--- config.mk ---
export PLATFORM = sky130hd
export DESIGN_NAME = am_pwm_modulator_flat
export DESIGN_NICKNAME = d
export VERILOG_FILES = /design/src/rtl/am_pwm_modulator_pkg.sv /design/src/rtl/am_pwm_modulator_if.sv /design/src/rtl/am_pwm_modulator_sync_fifo.sv /design/src/rtl/am_pwm_modulator.sv /design/src/flat_wrapper.sv
export SDC_FILE = /design/constraint.sdc
export NUM_CORES = 1
export LEC_CHECK = 0
export CAP_MARGIN = 20
export CORE_UTILIZATION = 50
export CTS_BUF_LIST = sky130_fd_sc_hd__clkbuf_2 sky130_fd_sc_hd__clkbuf_4 sky130_fd_sc_hd__clkbuf_8
export CTS_CLUSTER_DIAMETER = 120
export DETAILED_ROUTE_END_ITERATION = 12
export PLACE_DENSITY_LB_ADDON = 0.12
export SLEW_MARGIN = 5
export SYNTH_ARGS = -nofsm -noshare
export SYNTH_HDL_FRONTEND = slang
export SYNTH_SLANG_ARGS = --single-unit
--- constraint.sdc ---
create_clock -name clk -period 7.9 [get_ports clk]
set_clock_uncertainty 0.2 [all_clocks]
set_input_delay 1.975 -clock clk [delete_from_list [all_inputs] [get_ports clk]]
set_output_delay 1.975 -clock clk [all_outputs]
set_load 0.01 [all_outputs]
--- src/rtl/am_pwm_modulator_pkg.sv ---
// Shared constants, state encoding and sizing helper for the AM PWM modulator.
package am_pwm_modulator_pkg;

  localparam int unsigned AM_PWM_STEPS         = 255;
  localparam int unsigned AM_CLKS_IN_PWM_STEPS = 1;
  localparam logic [7:0]  MIDSCALE             = 8'd128;

  typedef enum logic {
    StIdle = 1'b0,
    StRun  = 1'b1
  } state_e;

  // Counter width for a 0..n-1 range; never narrower than one bit.
  function automatic int unsigned cnt_width(input int unsigned n);
    return (n > 1) ? $clog2(n) : 1;
  endfunction

endpackage

--- src/rtl/am_pwm_modulator_if.sv ---
// Sample handshake from the decoder into the PWM modulator.
interface am_pwm_modulator_if;

  logic [7:0] sample_in;
  logic       sample_valid;
  logic       sample_ready;

  modport master (output sample_in, output sample_valid, input sample_ready);
  modport slave  (input sample_in, input sample_valid, output sample_ready);

endinterface

--- src/rtl/am_pwm_modulator_sync_fifo.sv ---
// Show-ahead synchronous FIFO; extra pointer bit separates full from empty.
module am_pwm_modulator_sync_fifo #(
  parameter int unsigned Width = 8,
  parameter int unsigned Depth = 16
) (
  input  logic                     clk,
  input  logic                     rst,
  input  logic                     push_i,
  input  logic [Width-1:0]         wdata_i,
  input  logic                     pop_i,
  output logic [Width-1:0]         rdata_o,
  output logic                     full_o,
  output logic                     empty_o,
  output logic [$clog2(Depth):0]   level_o
);

  localparam int unsigned Aw = $clog2(Depth);
  localparam int unsigned Lw = Aw + 1;

  logic [Width-1:0] mem_q [Depth];
  logic [Aw:0]      wr_ptr_q, rd_ptr_q;
  logic             do_push, do_pop;

  assign do_push = push_i && !full_o;
  assign do_pop  = pop_i && !empty_o;

  assign level_o = wr_ptr_q - rd_ptr_q;
  assign full_o  = (level_o == Lw'(Depth));
  assign empty_o = (wr_ptr_q == rd_ptr_q);
  assign rdata_o = mem_q[rd_ptr_q[Aw-1:0]];

  always_ff @(posedge clk) begin
    if (do_push) begin
      mem_q[wr_ptr_q[Aw-1:0]] <= wdata_i;
    end
  end

  always_ff @(posedge clk) begin
    if (rst) begin
      wr_ptr_q <= '0;
      rd_ptr_q <= '0;
    end else begin
      if (do_push) wr_ptr_q <= wr_ptr_q + 1'b1;
      if (do_pop)  rd_ptr_q <= rd_ptr_q + 1'b1;
    end
  end

endmodule

--- src/rtl/am_pwm_modulator.sv ---
// Buffers decoder samples and emits a PWM whose duty follows each sample in turn.
module am_pwm_modulator
  import am_pwm_modulator_pkg::*;
#(
  parameter int unsigned PwmSteps      = AM_PWM_STEPS,
  parameter int unsigned ClksPerStep   = AM_CLKS_IN_PWM_STEPS,
  parameter int unsigned PeriodsPerSmp = 4,
  parameter int unsigned FifoDepth     = 16,
  parameter logic [7:0]  Midscale      = MIDSCALE
) (
  input  logic                        clk,
  input  logic                        rst,
  input  logic                        en_i,
  am_pwm_modulator_if.slave           smp,
  output logic                        pwm_o,
  output logic                        underrun_o,
  output logic [$clog2(FifoDepth):0]  fifo_level_o
);

  localparam int unsigned PreW = cnt_width(ClksPerStep);
  localparam int unsigned PerW = cnt_width(PeriodsPerSmp);
  localparam logic [PreW-1:0] PreLast  = PreW'(ClksPerStep - 1);
  localparam logic [7:0]      StepLast = 8'(PwmSteps - 1);
  localparam logic [PerW-1:0] PerLast  = PerW'(PeriodsPerSmp - 1);

  state_e          state_q;
  logic [PreW-1:0] pre_cnt_q;
  logic [7:0]      step_cnt_q;
  logic [PerW-1:0] per_cnt_q;
  logic [7:0]      duty_q, duty_d;
  logic            pwm_q, underrun_q;

  logic       fifo_full, fifo_empty;
  logic [7:0] fifo_head;
  logic       push, pop, run, boundary;

  always_comb begin
    run      = (state_q == StRun) && en_i;
    boundary = run && (pre_cnt_q == '0) && (step_cnt_q == '0) && (per_cnt_q == '0);
    push     = smp.sample_valid && !fifo_full;
    pop      = boundary && !fifo_empty;
    duty_d   = duty_q;
    if (boundary) begin
      duty_d = fifo_empty ? Midscale : fifo_head;
    end
  end

  assign smp.sample_ready = !fifo_full;
  assign pwm_o            = pwm_q;
  assign underrun_o       = underrun_q;

  am_pwm_modulator_sync_fifo #(
    .Width (8),
    .Depth (FifoDepth)
  ) u_fifo (
    .clk     (clk),
    .rst     (rst),
    .push_i  (push),
    .wdata_i (smp.sample_in),
    .pop_i   (pop),
    .rdata_o (fifo_head),
    .full_o  (fifo_full),
    .empty_o (fifo_empty),
    .level_o (fifo_level_o)
  );

  always_ff @(posedge clk) begin
    if (rst) begin
      state_q    <= StIdle;
      pre_cnt_q  <= '0;
      step_cnt_q <= '0;
      per_cnt_q  <= '0;
      duty_q     <= Midscale;
      pwm_q      <= 1'b0;
      underrun_q <= 1'b0;
    end else begin
      duty_q     <= duty_d;
      underrun_q <= boundary && fifo_empty;
      if (!en_i) begin
        state_q    <= StIdle;
        pre_cnt_q  <= '0;
        step_cnt_q <= '0;
        per_cnt_q  <= '0;
        pwm_q      <= 1'b0;
      end else if (state_q == StIdle) begin
        // Counters are already zero, so the next cycle is a sample boundary.
        state_q <= StRun;
        pwm_q   <= 1'b0;
      end else begin
        pwm_q <= (step_cnt_q < duty_d);
        if (pre_cnt_q == PreLast) begin
          pre_cnt_q <= '0;
          if (step_cnt_q == StepLast) begin
            step_cnt_q <= '0;
            per_cnt_q  <= (per_cnt_q == PerLast) ? '0 : per_cnt_q + 1'b1;
          end else begin
            step_cnt_q <= step_cnt_q + 1'b1;
          end
        end else begin
          pre_cnt_q <= pre_cnt_q + 1'b1;
        end
      end
    end
  end

endmodule

--- src/flat_wrapper.sv ---
// flat-port wrapper written by rule: the top's interface ports become plain ports
module am_pwm_modulator_flat import am_pwm_modulator_pkg::*;
#(
  parameter int unsigned PwmSteps      = AM_PWM_STEPS,
  parameter int unsigned ClksPerStep   = AM_CLKS_IN_PWM_STEPS,
  parameter int unsigned PeriodsPerSmp = 4,
  parameter int unsigned FifoDepth     = 16,
  parameter logic [7:0]  Midscale      = MIDSCALE
)
  (clk, rst, en_i, pwm_o, underrun_o, fifo_level_o, smp_sample_in, smp_sample_valid, smp_sample_ready);
  am_pwm_modulator_if smp_i ();
  input  logic clk;
  input  logic rst;
  input  logic en_i;
  output logic pwm_o;
  output logic underrun_o;
  output logic [$clog2(FifoDepth):0] fifo_level_o;
  input wire logic [$bits(smp_i.sample_in)-1:0] smp_sample_in;
  input wire logic [$bits(smp_i.sample_valid)-1:0] smp_sample_valid;
  output wire logic [$bits(smp_i.sample_ready)-1:0] smp_sample_ready;
  assign smp_i.sample_in = smp_sample_in;
  assign smp_i.sample_valid = smp_sample_valid;
  assign smp_sample_ready = smp_i.sample_ready;
  am_pwm_modulator #(.PwmSteps(PwmSteps), .ClksPerStep(ClksPerStep), .PeriodsPerSmp(PeriodsPerSmp), .FifoDepth(FifoDepth), .Midscale(Midscale)) u_core (.clk(clk), .rst(rst), .en_i(en_i), .smp(smp_i), .pwm_o(pwm_o), .underrun_o(underrun_o), .fifo_level_o(fifo_level_o));
endmodule
# After elaboration in Yosys (flattened, before gate mapping)
# Memory sizes are Yosys's and may differ from the RTL's. A register that Yosys moved wholly into a read port is not among the register bits.
# Cells that the tools add are included.
[word_totals]
ff_bits = 32
latchBits = 0
ram_bits = 128
rom_bits = 0
output_inout_bits = 8
elab_cells = 51
memories = 1
[classes]
addsub = 6
multipliers = 0
div_mod_pow = 0
order_cmp = 1
n_eq_ne = 4
n_shift = 0
n_mux = 10
bitwise = 3
reduce_logical = 17
[memory_table]
columns = ["name", "words", "width", "read_ports", "rd_clocked_by_memory_dff", "write_ports", "line_no", "source"]
rows = [
  ["u_core.u_fifo.mem_q", 16, 8, 1, 1, 1, "am_pwm_modulator_sync_fifo.sv:20", "logic [Width-1:0] mem_q [Depth];"],
]
[ops]
columns = ["operator", "n"]
rows = [
  ["8-bit two-way mux", 3],
  ["5-bit by 1-bit adder with 5-bit output (second input constant)", 2],
  ["1-bit logical AND", 9],
  ["8-bit by 1-bit adder with 8-bit output (second input constant)", 1],
  ["8-bit equality test (second input constant)", 1],
  ["8-bit logical NOT", 1],
  ["8-bit < comparator", 1],
  ["4-bit two-way mux", 2],
  ["5-bit equality test", 1],
  ["5-bit equality test (second input constant)", 1],
  ["5-bit subtractor", 1],
  ["1-bit two-way mux", 4],
  ["1-bit NOT", 3],
  ["3-bit AND reduction", 1],
  ["3-bit OR reduction", 1],
  ["2-bit by 1-bit adder with 2-bit output (second input constant)", 1],
  ["2-bit equality test (second input constant)", 1],
  ["1-bit logical NOT", 2],
  ["2-bit logical NOT", 1],
  ["2-bit two-way mux", 1],
  ["2-bit AND reduction", 1],
  ["2-bit OR reduction", 1],
  ["1-bit adder (second input constant)", 1],
]

# Depth between registers and ports, before layout
[depth]
ltp_word = 8
mapped_depth = 12
mapped_depth_nobuf = 11

# Modules after synthesis
# Synthesis repeated with hierarchy kept, for this count alone.
[hier_totals]
hier_cells = 408
hier_area_um2 = 6910.4
[by_module_without_submodules]
columns = ["mod", "instances", "cells_per_inst", "area_each_um2"]
rows = [
  ["am_pwm_modulator_sync_fifo", 1, 284, 5746.8],
  ["am_pwm_modulator", 1, 124, 1163.6],
]

# Worst setup path after synthesis
# Ideal clock, no wire load.
[synth_path]
path_kind = "input to register"
from = "input en_i"
to = "register u_core.pwm_q (netlist: u_core.pwm_o)"
arrival_ns = 4.001
required_ns = 7.630
path_slack_ns = 3.630
stages = 8
cell_sequence = "nor4b_2 nand4_2 a21oi_2 a22oi_2 ha_1 a211o_1 a211o_1 a21oi_1"
[synth_via]
elab_chain_len = 6
[synth_rtl]
columns = ["item", "line_no", "source"]
rows = [
  ["start: declaration", "flat_wrapper.sv:14", "input logic en_i;"],
  ["1-bit logical AND", "am_pwm_modulator.sv:38", "run = (state_q == StRun) && en_i;"],
  ["1-bit logical AND (3 in series)", "am_pwm_modulator.sv:39", "boundary = run && (pre_cnt_q == '0) && (step_cnt_q == '0) && (per_cnt_q == '0);"],
  ["8-bit two-way mux", "am_pwm_modulator.sv:43", "if (boundary) begin"],
  ["8-bit < comparator", "am_pwm_modulator.sv:90", "pwm_q <= (step_cnt_q < duty_d);"],
  ["end signal: assignment", "am_pwm_modulator.sv:90", ""],
  ["end: declaration", "am_pwm_modulator.sv:31", "logic pwm_q, underrun_q;"],
]
# Several ways; a longest one is shown, not always the timed one.
# A chain may end at the register's enable or synchronous reset.

# Worst setup path after layout
[layout_path]
from = "register u_core.u_fifo.wr_ptr_q[0]"
to = "output smp_sample_ready"
[layout_via]
elab_chain_len = 3
[layout_rtl]
columns = ["item", "line_no", "source"]
rows = [
  ["start: declaration", "am_pwm_modulator_sync_fifo.sv:21", "logic [Aw:0] wr_ptr_q, rd_ptr_q;"],
  ["start signal: assignment", "am_pwm_modulator_sync_fifo.sv:43", "if (do_push) wr_ptr_q <= wr_ptr_q + 1'b1;"],
  ["5-bit subtractor", "am_pwm_modulator_sync_fifo.sv:27", "assign level_o = wr_ptr_q - rd_ptr_q;"],
  ["5-bit equality test", "am_pwm_modulator_sync_fifo.sv:28", "assign full_o = (level_o == Lw'(Depth));"],
  ["1-bit logical NOT", "am_pwm_modulator.sv:48", "assign smp.sample_ready = !fifo_full;"],
  ["end: declaration", "flat_wrapper.sv:20", "output wire logic [$bits(smp_i.sample_ready)-1:0] smp_sample_ready;"],
]
# No other way between the ends.

==> impl_metrics.py <==
metrics = {
    "drt": {
        "wire_per_inst_um": 21.8,
        "vias": 3585,
        "wl_um": 13500,
        "ant_nets": 0,
        "dr.first_iter.drc_count": 304,
        "drc": 0,
        "firstDrtPassIters": 5,
        "routed_via_density": 5.80,
    },
    "clock_network": {
        "h-tree-depth": 4,
        "hold_buffers": 0,
        "cts_tree": "done",
        "postCtsSetupBuffers": 0,
        "path_clk_slew_ns": 0.08,
        "cts_root_buf": "clkbuf_8",
        "clkLatencyLatePin_ns": 0.45,
        "clockBufferDepth": 2,
        "cts_resized": 0,
        "cts-buffers-inserted": 17,
        "clock-sinks": 163,
    },
    "place": {
        "port_buffers": 19,
        "dpl_worst_slack_ns": 2.82,
        "post-dp-hpwl_um": 8310,
        "place.gp.congestion": 0.810,
    },
    "min_path": {
        "hold_class": "reg2reg",
    },
    "yosys": {
        "synth-seq-cells": 163,
        "yosysSeqAreaShare": 0.661,
        "synthFlopType": "edfxtp_1",
        "synth_fp_nets": 433,
        "syn_area_mm2": 0.00688,
        "synth_edf_count": 128,
        "ys_warn_count": 0,
        "postSynthCellCount": 399,
        "syn-mean-instance-area_um2": 17.2,
        "yosys.cell_types.count": 48,
        "async_flop_share": 0,
    },
    "outcome": {
        "status": "finished clean",
    },
    "global_routing": {
        "grt_pass1_wl_um": 20800,
        "antenna_found_initial": 0,
        "overflow": 0,
        "grt_usage": 0.206,
        "grt_max_degree": 33,
        "grt_pass1_vias": 3561,
    },
    "final_layout": {
        "syn2layout_area_growth_pct": 10.6,
        "num-fill-cells": 1055,
        "diodes": 0,
        "nets": 463,
        "layout-drive-gt1-share": 0.167,
    },
    "die": {
        "start_util": 0.515,
        "core_mm2": 0.0133,
        "dieArea_mm2": 0.0142,
        "fp.dieH_um": 119,
        "die_w_um": 119,
        "io_pins": 20,
        "num_rows": 42,
    },
    "timing": {
        "fin_setup_tns_ns": 0,
        "fin_crit_sh": 0.648,
        "setup_viol": 0,
        "slew_headroom": 0.457,
        "worst_slack_ns": 2.78,
        "rsz0062_at_grt": "false",
        "timing.final.crit_period_ns": 5.12,
        "fmax_mhz": 195,
        "tightest_slew_ns": 0.813,
        "drv_slew": 0,
        "hold_viol": 0,
    },
    "setup_path": {
        "worst_setup_path_end_kind": "output port",
        "critPathMaxStageDelay_ns": 0.55,
        "path_class": "reg2out",
        "slowest_stage": "clkdlybuf4s50_1",
        "path_buf_inv": 3,
        "critical_path.startpoint_type": "flop",
        "worstPathArrival_ns": 2.95,
        "crit_family": "buffers and inverters",
        "path_max_fanout": 5,
        "required_ns": 5.73,
        "crit_chain": "inv_1, ha_1, fa_1, nand2b_1, a21oi_1, xnor2_1, inv_2, nand3_1, clkdlybuf4s50_1",
    },
    "power": {
        "ir_drop_mv": 0.183,
        "power_density_mw_per_mm2": 214,
        "p_leak_nw": 2.56,
    },
    "run": {
        "maxCapViolCount": 0,
    },
}
worst min-delay path, cell delays in order, from the launching register on:
cell     delay, ns
dfxtp_1       0.31
nand2_1       0.08
a21oi_1       0.06
flip-flops by register name, summed over array words and instances, names as in the netlist, named ones only:
register / cells
u_core.duty_q: 8
u_core.per_cnt_q: 2
u_core.pwm_o: 1
u_core.state_q: 1
u_core.step_cnt_q: 8
u_core.u_fifo.mem_q: 128
u_core.u_fifo.rd_ptr_q: 5
u_core.u_fifo.wr_ptr_q: 5
u_core.underrun_o: 1
Yosys cell counts (2+ instances only):
master	n	area [µm²]
buf_2	2	10.0
mux2_2	2	22.5
o31ai_1	3	22.5
nor2b_1	2	12.5
a31oi_1	2	12.5
ha_1	21	263
nand4_1	6	37.5
buf_12	2	40.0
a22oi_2	6	75.1
buf_6	2	22.5
nor3_1	2	10.0
buf_1	3	11.3
or3_1	2	12.5
o311ai_0	2	17.5
and3_1	16	100
a21oi_1	9	45.0
nand3_1	6	30.0
nor2_1	30	113
clkbuf_1	3	11.3
and4_1	3	26.3
mux4_1	18	473
nand2_1	14	52.6
o21ai_0	3	15.0
xnor2_1	7	61.3
xor2_1	5	43.8
mux2i_1	4	40.0
nor4b_2	2	30.0
a211o_1	3	26.3
inv_1	18	67.6
mux4_2	22	495
dfxtp_1	35	701
edfxtp_1	128	3840
per-stage QoR:
step / instance area [µm²] / cells / power (mW) / hold slack [ns] / util
global placement: 7220 / 585 / 1.07 / 0.277 / 0.541
global route: 7600 / 618 / 1.69 / 0.320 / 0.570
floorplan: 6880 / 399 / 1.03 / 0.241 / -
CTS: 7600 / 617 / 1.65 / 0.294 / 0.569
detailed placement: 7220 / 585 / 1.07 / 0.281 / 0.541
finish: 7600 / 618 / 1.63 / 0.293 / 0.570
placed cells by master, fill, tap and decap left out, types with 5 or more instances in the layout:
cell             synthesis  layout
nor2_1                  30      30
nand4_1                  6       6
edfxtp_1               128     128
and3_1                  16      16
xor2_1                   5       5
ha_1                    21      21
mux4_2                  22      22
a21oi_1                  9       9
xnor2_1                  7       7
inv_1                   18      18
mux4_1                  18      18
clkbuf_8                 0      17
a22oi_2                  6       6
nand3_1                  6       6
clkdlybuf4s50_1          0      19
nand2_1                 14      14
dfxtp_1                 35      34
path summary, 6_finish.rpt:
| path | cells past startpoint | from | slack (ns) | end |
|---|---|---|---|---|
| setup / recovery | 9 | u_core.u_fifo.wr_ptr_q[0]$_SDFFE_PP0P_ | 2.78 | smp_sample_ready |
| hold / removal | 2 | u_core.duty_q[0]$_SDFF_PP0_ | 0.29 | u_core.duty_q[0]$_SDFF_PP0_ |
| setup reg to reg | 10 | u_core.u_fifo.wr_ptr_q[0]$_SDFFE_PP0P_ | 4.33 | u_core.u_fifo.mem_q[5][7]$_DFFE_PP_ |
| hold reg to reg | 2 | u_core.duty_q[0]$_SDFF_PP0_ | 0.29 | u_core.duty_q[0]$_SDFF_PP0_ |
cell type report:
type	count	area, µm²	share of cell area
timing repair buffer	24	228	0.0299
multi-input combinational	204	2160	0.284
tap	176	220	0.0290
clock inverter	15	145	0.0191
inverter	19	71.3	0.00938
sequential	163	4550	0.598
clock buffer	17	234	0.0308
power breakdown:
part           total (mW)  leakage [nW]  internal [mW]  switching [mW]
combinational       0.105         0.923         0.0452          0.0597
clock               0.583         0.201          0.258           0.325
sequential          0.943          1.44          0.937         0.00578
total                1.63          2.56           1.24           0.390
cells by family after synthesis:
| logic type | count (synthesis) | synth area share |
|---|---|---|
| xor+xnor | 12 | 0.0153 |
| flops | 163 | 0.661 |
| fa+ha+maj | 22 | 0.0411 |
| buf+inv | 32 | 0.0249 |
| mux | 46 | 0.150 |
| simple gates | 90 | 0.0697 |
| compound gates | 34 | 0.0380 |
per-layer routing:
metal	vias up	wire [µm]	GRT usage
met1	1821	5880	0.269
met4	0	229	0.0672
met3	18	616	0.0503
met2	98	6740	0.340
li1	1648	-	-
met5	-	0	0
(Power assumes the default switching activity.)
